`config.mk`:
```
export PLATFORM = sky130hd
export DESIGN_NAME = apb_fifo_slave
export DESIGN_NICKNAME = d
export VERILOG_FILES = /design/src/rtl/apb_fifo_slave.sv
export SDC_FILE = /design/constraint.sdc
export NUM_CORES = 1
export LEC_CHECK = 0
export ABC_CLOCK_PERIOD_IN_PS = 4100
export BUFFER_PORTS_ARGS = -buffer_cell sky130_fd_sc_hd__buf_2
export CORE_AREA = 5 5 86 96
export DETAILED_ROUTE_END_ITERATION = 7
export DIE_AREA = 0 0 91 101
export PLACE_DENSITY = 0.88
export SLEW_MARGIN = 25
export SYNTH_ARGS = -nofsm -noshare
export SYNTH_HDL_FRONTEND = slang
export SYNTH_SLANG_ARGS = --single-unit
```
`constraint.sdc`:
```
create_clock -name PCLK -period 4.1 [get_ports PCLK]
set_clock_uncertainty 0.05 [all_clocks]
set_input_delay 0.41 -clock PCLK [delete_from_list [all_inputs] [get_ports PCLK]]
set_output_delay 0.41 -clock PCLK [all_outputs]
set_load 0.02 [all_outputs]
```
`src/rtl/apb_fifo_slave.sv`:
```
// APB slave exposing a byte FIFO through FSR/FWD/FRD/IER registers, one wait state per access.
// Optional: define APB_FIFO_IRQ_EN to add the IER register and the irq output.
module apb_fifo_slave #(
    parameter int DEPTH = 8,
    parameter int DW    = 8
) (
    input  logic        PCLK,
    input  logic        PRESET,
    input  logic [3:0]  PADDR,
    input  logic [31:0] PWDATA,
    input  logic        PWRITE,
    input  logic        PENABLE,
    input  logic        PSEL,
    output logic [31:0] PRDATA,
    output logic        PREADY
`ifdef APB_FIFO_IRQ_EN
    ,
    output logic        irq
`endif
);

    localparam int AW = $clog2(DEPTH);

    typedef enum logic {IDLE, ACK} state_t;

    state_t        state, state_nxt;
    logic [DW-1:0] mem [DEPTH];
    logic [AW-1:0] wr_ptr, rd_ptr;
    logic [AW:0]   count;
    logic          ovf, unf;
    logic          empty, full;
    logic          access;
    logic          wr_fsr, wr_fwd, rd_frd, push_ok;
    logic [7:0]    cnt8;
    logic [31:0]   rdata_nxt;
    logic          unused_bits;
`ifdef APB_FIFO_IRQ_EN
    logic [1:0]    ier;
    logic          wr_ier;
`endif

    assign empty       = (count == '0);
    assign full        = (count == (AW+1)'(DEPTH));
    assign cnt8        = 8'(count);
    assign unused_bits = ^{PADDR[1:0], PWDATA};

    always_ff @(posedge PCLK or posedge PRESET) begin
        if (PRESET) state <= IDLE;
        else        state <= state_nxt;
    end

    // access is the single-cycle strobe for all side effects; ACK never re-arms it
    always_comb begin
        state_nxt = state;
        access    = 1'b0;
        case (state)
            IDLE: if (PSEL && PENABLE) begin
                state_nxt = ACK;
                access    = 1'b1;
            end
            ACK:  state_nxt = IDLE;
            default: state_nxt = IDLE;
        endcase
    end

    assign wr_fsr  = access &  PWRITE & (PADDR[3:2] == 2'd0);
    assign wr_fwd  = access &  PWRITE & (PADDR[3:2] == 2'd1);
    assign rd_frd  = access & ~PWRITE & (PADDR[3:2] == 2'd2);
    assign push_ok = wr_fwd & ~full;
`ifdef APB_FIFO_IRQ_EN
    assign wr_ier  = access &  PWRITE & (PADDR[3:2] == 2'd3);
`endif

    always_comb begin
        rdata_nxt = '0;
        if (!PWRITE) begin
            case (PADDR[3:2])
                2'd0: rdata_nxt = {16'h0000, cnt8, 4'h0, unf, ovf, full, empty};
                2'd2: if (!empty) rdata_nxt = 32'(mem[rd_ptr]);
`ifdef APB_FIFO_IRQ_EN
                2'd3: rdata_nxt = {30'd0, ier};
`endif
                default: rdata_nxt = '0;
            endcase
        end
    end

    always_ff @(posedge PCLK) begin
        if (push_ok && !PRESET) mem[wr_ptr] <= PWDATA[DW-1:0];
    end

    always_ff @(posedge PCLK or posedge PRESET) begin
        if (PRESET) begin
            PREADY <= 1'b0;
            PRDATA <= '0;
            wr_ptr <= '0;
            rd_ptr <= '0;
            count  <= '0;
            ovf    <= 1'b0;
            unf    <= 1'b0;
        end else begin
            PREADY <= access;
            if (access) PRDATA <= rdata_nxt;
            if (wr_fsr && PWDATA[4]) begin
                wr_ptr <= '0;
                rd_ptr <= '0;
                count  <= '0;
                ovf    <= 1'b0;
                unf    <= 1'b0;
            end else if (wr_fwd) begin
                if (full) begin
                    ovf <= 1'b1;
                end else begin
                    wr_ptr <= wr_ptr + 1'b1;
                    count  <= count + 1'b1;
                end
            end else if (rd_frd) begin
                if (empty) begin
                    unf <= 1'b1;
                end else begin
                    rd_ptr <= rd_ptr + 1'b1;
                    count  <= count - 1'b1;
                end
            end
        end
    end

`ifdef APB_FIFO_IRQ_EN
    always_ff @(posedge PCLK or posedge PRESET) begin
        if (PRESET) begin
            ier <= '0;
            irq <= 1'b0;
        end else begin
            if (wr_ier) ier <= PWDATA[1:0];
            irq <= (ier[0] & ~empty) | (ier[1] & full);
        end
    end
`endif

endmodule

```
==> impl_results.md, run 1 <==
* Status: completed
* Setup ws final at 1510 ps
* Commonest non-fill, non-tap cell in the layout: edfxtp_1
* Total CTS buffers at 9
* Largest net degree at the start of global routing at 28
* Yosys reg bits at between 80 and 90
* Yosys top cell area share at 50.5%
* Highest clock rate at 0.386 GHz
* Drt pass-1 iters at 4
* Avg Inst Size Synth at 16.1 um2
* Area leader, netlist: edfxtp_1
* WP data arrival at between 2000 and 3000 ps
* Reg2Reg Setup Slack at between 1500 and 2000 ps
* Antenna Cells at 0
* Most frequent cells in the layout: edfxtp_1 (64), buf_2 (27), dfrtp_1 (24)
* Buffers & Inverters on Critical Path at 1
* Die Height at approximately 100 um
* First-pass GRT wire length at about 11000 um
* Htree depth at 3
* Post-synth EDFFs at 64
* Cts-stage hold buffer count at 0
* Worst-path cell with the longest stage delay: nor3_1
* Initial antenna violation count at 0
* Final HPWL DP at between 4000 and 5000 um
* R2R Path Start: PREADY$_DFF_PP0_
* WL/cell at between 15 and 20 um
* Clk_lat worst skew at ~350 ps
* Mapped cell area at roughly 3800 um2
* Actual slew at the worst max-slew pin at just under 900 ps
* Synth-to-Final Area Change at 9.37%
* Register area share after synthesis at approximately two thirds
* Yosys warnings at 0
* Die ar. at between 9000 and 10000 um2
* Global route total overflow at 0
* Layout cells sized above 1 at around a quarter
* Critical path's largest stage delay at ~420 ps
* Total number of vias at 2017
* Ys flop type: edfxtp_1
* Setup CP Type: flip-flop to flip-flop
* Reg2reg path depth at 8
* Via density at roughly 5.6
* Net count, final at ~310
* GPL Wtd Cong at just under 0.8
* All-Layer GR Usage at between 10% and 20%
* Initial core utilization at between 50 and 60%
* Post-route ant nets at 0
* Clk buf depth at 2
* DR DRC count at 0
* Slew headroom at 40.5%
* Clock sinks at between 80 and 90
* Library cells used by synthesis at 36
* Unrepaired setup endpoints after global routing: false
* Top post-synthesis cells by area: edfxtp_1 (50%), dfrtp_1 (16%), mux4_2 (9.5%), buf_4 (4.3%), mux2i_1 (2.6%)
* CP cell instances: nand3b_4 -> nor3_1 -> inv_1 -> ha_1 -> a21o_1 -> a21oi_1 -> mux2i_1 -> mux2_1
* 1st-iter DRT viols at between 100 and 150
* Setup WS pre-CTS at about 1400 ps
* Clock transition at the registers of the reported paths at around 90 ps
* Setup violators final at 0
* Critical Path Source Type: flip-flop
* Chip width at about 91 um
* Synth Instances at 236
* Crit. End Element: flip-flop
* Gates resized, CTS repair at 0
* Setup TNS at 0 ps
* Fin. max-slew vios at 0
* Area of the multi-input gates at roughly 1100 um2
* Largest delay share family, worst path: simple AND/OR/NAND/NOR gates
* Largest fanout on the critical path at 20
* Buffers added on ports at 27
* WL final at between 6000 and 7000 um
* Reg area at 2550 um2
* Post-synthesis async set-or-reset flop share at roughly 28%
* CTS Root Cell: clkbuf_8
* Worst r2r dst: count[3]$_DFFE_PP0P_
* TritonCTS clock tree: yes
* Fin crit period at approximately 2600 ps
* Max cap viols at 0
* Tcrit/Tclk final at 63.2%
* Core area at around 7200 um2
* # fillers at roughly 540
* Maximum VDD drop at about 0.32 mV
* Crit path required time at between 4000 and 5000 ps
* Hold Crit Class: input port to asynchronous set/reset pin
* Vias in the first global route at roughly 2100
* Leak at between 1.5 and 2 nW
* Postcts setup bufs at 0
* Final Hold Vio Count at 0
* PD cells at roughly 530 nW/um2
* I/O pins at 74
* Rows at 33
-- worst max path at each step --
stage	startpoint	end	slack (ps)	depth (start not counted)
final	PREADY$_DFF_PP0_	count[3]$_DFFE_PP0P_	1510	8
after global routing	PREADY$_DFF_PP0_	count[3]$_DFFE_PP0P_	1300	8
after CTS	PREADY$_DFF_PP0_	mem[3][7]$_DFFE_PP_	1500	5
after detailed placement	PENABLE	count[3]$_DFFE_PP0P_	1420	9
after global placement	PENABLE	count[3]$_DFFE_PP0P_	1480	9
after floorplan	PREADY$_DFF_PP0_	mem[1][0]$_DFFE_PP_	1560	6
-- sequential cells by signal, indices dropped and copies added, names as in the netlist --
signal  cells
mem        64
PRDATA     12
count       4
rd_ptr      3
wr_ptr      3
PREADY      1
ovf         1
unf         1
-- where the power goes --
group	total [mW]	switching, mW	internal [mW]
Sequential	1.17	0.148	1.02
Clock	0.600	0.313	0.288
Combinational	0.426	0.180	0.246
Total	2.20	0.641	1.56
-- metal layers --
metal	track usage [%]	routed length, um	vias up
li1	-	-	917
met1	19.6	2760	1013
met2	26.0	3340	77
met3	3.88	551	10
met4	6.77	109	0
met5	0	0	-
-- through the flow --
step / cell area, um2 / std cells / power (mW) / hold WS [ps] / util, %
finish: 4160 / 360 / 2.20 / 56.8 / 57.6
global route: 4160 / 360 / 2.32 / 76.2 / 57.6
CTS: 4160 / 360 / 2.22 / 51.8 / 57.5
detailed placement: 3960 / 344 / 1.62 / 426 / 54.7
global placement: 3950 / 344 / 1.59 / 414 / 54.7
floorplan: 3880 / 255 / 1.53 / 404 / -
-- cells in the mapped netlist, types with 2 or more instances --
cell type   n
o21ai_0    10
nand2b_1    3
mux2i_1    10
dfrtp_1    25
nor2_1     12
ha_1        4
nand3b_1    3
clkbuf_1    2
inv_1       6
buf_2       3
nor4_1      2
nor4_2      2
nor3_1      8
buf_4      22
mux4_2     16
buf_1       2
a22o_1      4
a22oi_1     4
edfxtp_1   64
a21oi_1     7
xnor2_1     3
nand2_1     9
o21a_1      2
-- cell families (layout without fill, tap and decap cells) --
group	Yosys count	in the layout	synth area share, %
flip-flops	89	89	66.9
AND/OR/NAND/NOR	46	46	7.26
buffers and inverters	36	54	6.01
AO/OA/AOI/OAI	29	29	4.80
multiplexers	27	27	12.4
adder cells (fa/ha/maj)	5	5	1.84
XOR/XNOR	3	3	0.690
other	1	20	0.0985
-- tightest hold or removal path, stage by stage --
cell	delay, ps
buf_2	90
inv_1	40
buf_4	320
-- area by class of cell --
type                       instances  share of cell area, %
clock buffer                       9                   2.97
clock inverter                     7                   1.89
inverter                           6                  0.541
multi-input combinational        130                   26.6
sequential                        89                   61.2
tap                               87                   2.61
timing repair buffer              32                   4.15
No activity file was read; power rests on OpenSTA's default activity.
==> run 2, diff against run 1 <==
ABC_AREA = 1   (was not set)
ABC_CLOCK_PERIOD_IN_PS = 2200   (was 4100)
CORE_AREA = 5 5 93 104   (was 5 5 86 96)
DIE_AREA = 0 0 98 109   (was 0 0 91 101)
PLACE_DENSITY = 0.84   (was 0.88)
clock period = 2.2 ns   (was 4.1 ns; I/O delays follow)
==> impl_results.md, run 2 <==
* Status: completed
* Net count, final at 488
* Postcts setup bufs at 0
* Critical Path Source Type: flip-flop
* Total number of vias at 2819
* Highest clock rate at 0.521 GHz
* Largest reg by FF count: mem
* DR DRC count at 0
* Biggest regs: mem: 64 flops, PRDATA: 12 flops, count: 4 flops
* Initial antenna violation count at 0
* Met1 GRT Util at 19.2%
* Non-Filler Instances at around 560
* Hold Path Sink: mem[6][5]$_DFFE_PP_
* Unrepaired setup endpoints after global routing: false
* Initial core utilization at between 40% and 50%
* Yosys warnings at 0
* Worst path most repeated cell: nor2_4
* Area of the multi-input gates at between 1000 and 1500 um2
* CTS Root Cell: clkbuf_8
* Clock transition at the registers of the reported paths at about 90 ps
* Antenna Cells at 0
* Area leader, netlist: edfxtp_1
* Fin. max-slew vios at 0
* Leak at 1.97 nW
* Library cells used by synthesis at 33
* Critical path's largest stage delay at ~430 ps
* Post-route ant nets at 0
* Hold depth at 1
* CP cell instances: inv_1 -> nand4_4 -> nor2_4 -> nand2_4 -> nor2_4 -> nand2_2 -> nor3_1 -> buf_4
* GR Util met2 at around 28%
* Post-synthesis async set-or-reset flop share at 28.1%
* Core area at 8600 um2
* Setup ws final at between 200 and 300 ps
* Total CTS buffers at 9
* Clk buf depth at 2
* Tcrit/Tclk final at ~87%
* Layout cells sized above 1 at ~18%
* Final HPWL DP at around 5600 um
* Avg Inst Size Synth at just over 10 um2
* Busiest layer in global routing: met2
* Reg2reg path depth at 8
* Most instantiated library cell after synthesis: nand2_1
* # fillers at around 730
* Pwr Total at ~4.7 mW
* Ys flop type: edfxtp_1
* Crit path required time at about 2200 ps
* Yosys reg bits at approximately 90
* TritonCTS clock tree: yes
* Max cap viols at 0
* First-pass GRT wire length at roughly 13000 um
* GR Layer Usage met3 at under 10%
* Largest net degree at the start of global routing at 33
* Register area share after synthesis at between 60% and 70%
* I/O pins at 74
* Crit. End Element: flip-flop
* Htree depth at 3
* Post-synth top cells: nand2_1 (94), edfxtp_1 (64), nor2_1 (41)
* Setup CP Type: flip-flop to flip-flop
* Post-synth EDFFs at between 60 and 70
* Layout Utilization at a little over half
* Setup violators final at 0
* Actual slew at the worst max-slew pin at between 500 and 600 ps
* WP data arrival at between 1500 and 2000 ps
* Slew headroom at 65.9%
* Chip width at between 90 and 100 um
* Die ar. at 10700 um2
* Reg2Reg Setup Slack at around 280 ps
* Synth Instances at 400
* Worst r2r dst: mem[7][6]$_DFFE_PP_
* Maximum VDD drop at ~0.62 mV
* R2R Path Start: PREADY$_DFF_PP0_
* Setup TNS at 0 ps
* Yosys top cell area share at 46.5%
* Buffers added on ports at 27
* Hold Startpoint: PWDATA[5]
* Largest fanout on the critical path at 5
* Global route total overflow at 0
* Via density at between 5 and 6
* Setup WS pre-CTS at 295 ps
* Rows at 36
* Most frequent cells in the layout: nand2_1 (94), edfxtp_1 (64), nor2_1 (41)
* Top post-synthesis cells by area: edfxtp_1 (46%), dfrtp_1 (15%), nand2_1 (8.5%), buf_4 (4.0%), nand3_1 (4.0%)
* Synth-to-Final Area Change at 11.3%
* Worst-path cell with the longest stage delay: dfrtp_1
* Vias in the first global route at between 2000 and 3000
* Clk_lat worst skew at 360 ps
* WL final at 8150 um
* Reg area at roughly 2500 um2
* WL/cell at about 15 um
* PD cells at roughly 1000 nW/um2
* Max reg flops at 64
* Clock sinks at approximately 90
* Final Hold Vio Count at 0
* 1st-iter DRT viols at roughly 150
* All-Layer GR Usage at 16.2%
* Hold Crit Class: input port to flip-flop
* # placed instances at roughly 540
* GPL Wtd Cong at around 0.85
* Commonest non-fill, non-tap cell in the layout: nand2_1
* Die Height at roughly 110 um
* Mapped cell area at 4140 um2
* Drt pass-1 iters at 4
* Fin crit period at roughly 1900 ps
## run 2: area by class of cell
type,instances,share of cell area (%)
clock buffers,9,2.69
clock inverters,7,1.66
flip-flops and latches,89,55.3
well taps,114,3.10
inverters,35,2.96
multi-input cells,263,28.5
repair buffers,44,5.76
## run 2: cells by family after synthesis
kind of cell / synth area share (%)
and+or+nand+nor: 21.6
DFF: 61.6
buffers and inverters: 8.41
AOI/OAI and AO/OA: 6.35
adders and majority gates: 1.69
xor gates and xnor gates: 0.212
other: 0.0907
## run 2: critical path: cells and delay by family (launching register included)
kind / cells / cell delay [ps]
flip-flops: 1 / 430
buffers and inverters: 2 / 330
AND/OR/NAND/NOR: 6 / 840
## run 2: report_power, final
group	leakage [nW]	total [mW]	internal [mW]	switching (mW)
Clock	0.0979	1.12	0.533	0.589
Combinational	0.976	1.50	0.480	1.02
Sequential	0.900	2.07	1.93	0.139
Total	1.97	4.69	2.94	1.74
## run 2: routing by layer
metal	wire (um)	vias up
met5	0	-
met2	4070	93
met3	616	15
met4	170	0
li1	-	1390
met1	3290	1321
## run 2: repair_timing
action	4_1_cts	5_1_grt
hold buffers	1	0
hold endpoints to repair	2	0
gates resized for setup	0	0
## run 2: through the flow
| step | hold WS [ps] | area (um2) |
|---|---|---|
| 2_1_floorplan | 246 | 4210 |
| 3_3_place_gp | 112 | 4390 |
| 3_5_place_dp | 117 | 4390 |
| 4_1_cts | 52.8 | 4600 |
| 5_1_grt | 48.0 | 4600 |
| 6_report | 68.8 | 4600 |
## run 2: how the worst max path moves through the flow
stage,startpoint,end,slack (ps)
global route,PREADY$_DFF_PP0_,count[3]$_DFFE_PP0P_,70
CTS,PREADY$_DFF_PP0_,mem[6][1]$_DFFE_PP_,280
floorplan,PREADY$_DFF_PP0_,mem[1][0]$_DFFE_PP_,40
detailed placement,PREADY$_DFF_PP0_,mem[6][7]$_DFFE_PP_,300
finish,PREADY$_DFF_PP0_,mem[7][6]$_DFFE_PP_,280
global placement,PREADY$_DFF_PP0_,mem[5][6]$_DFFE_PP_,310
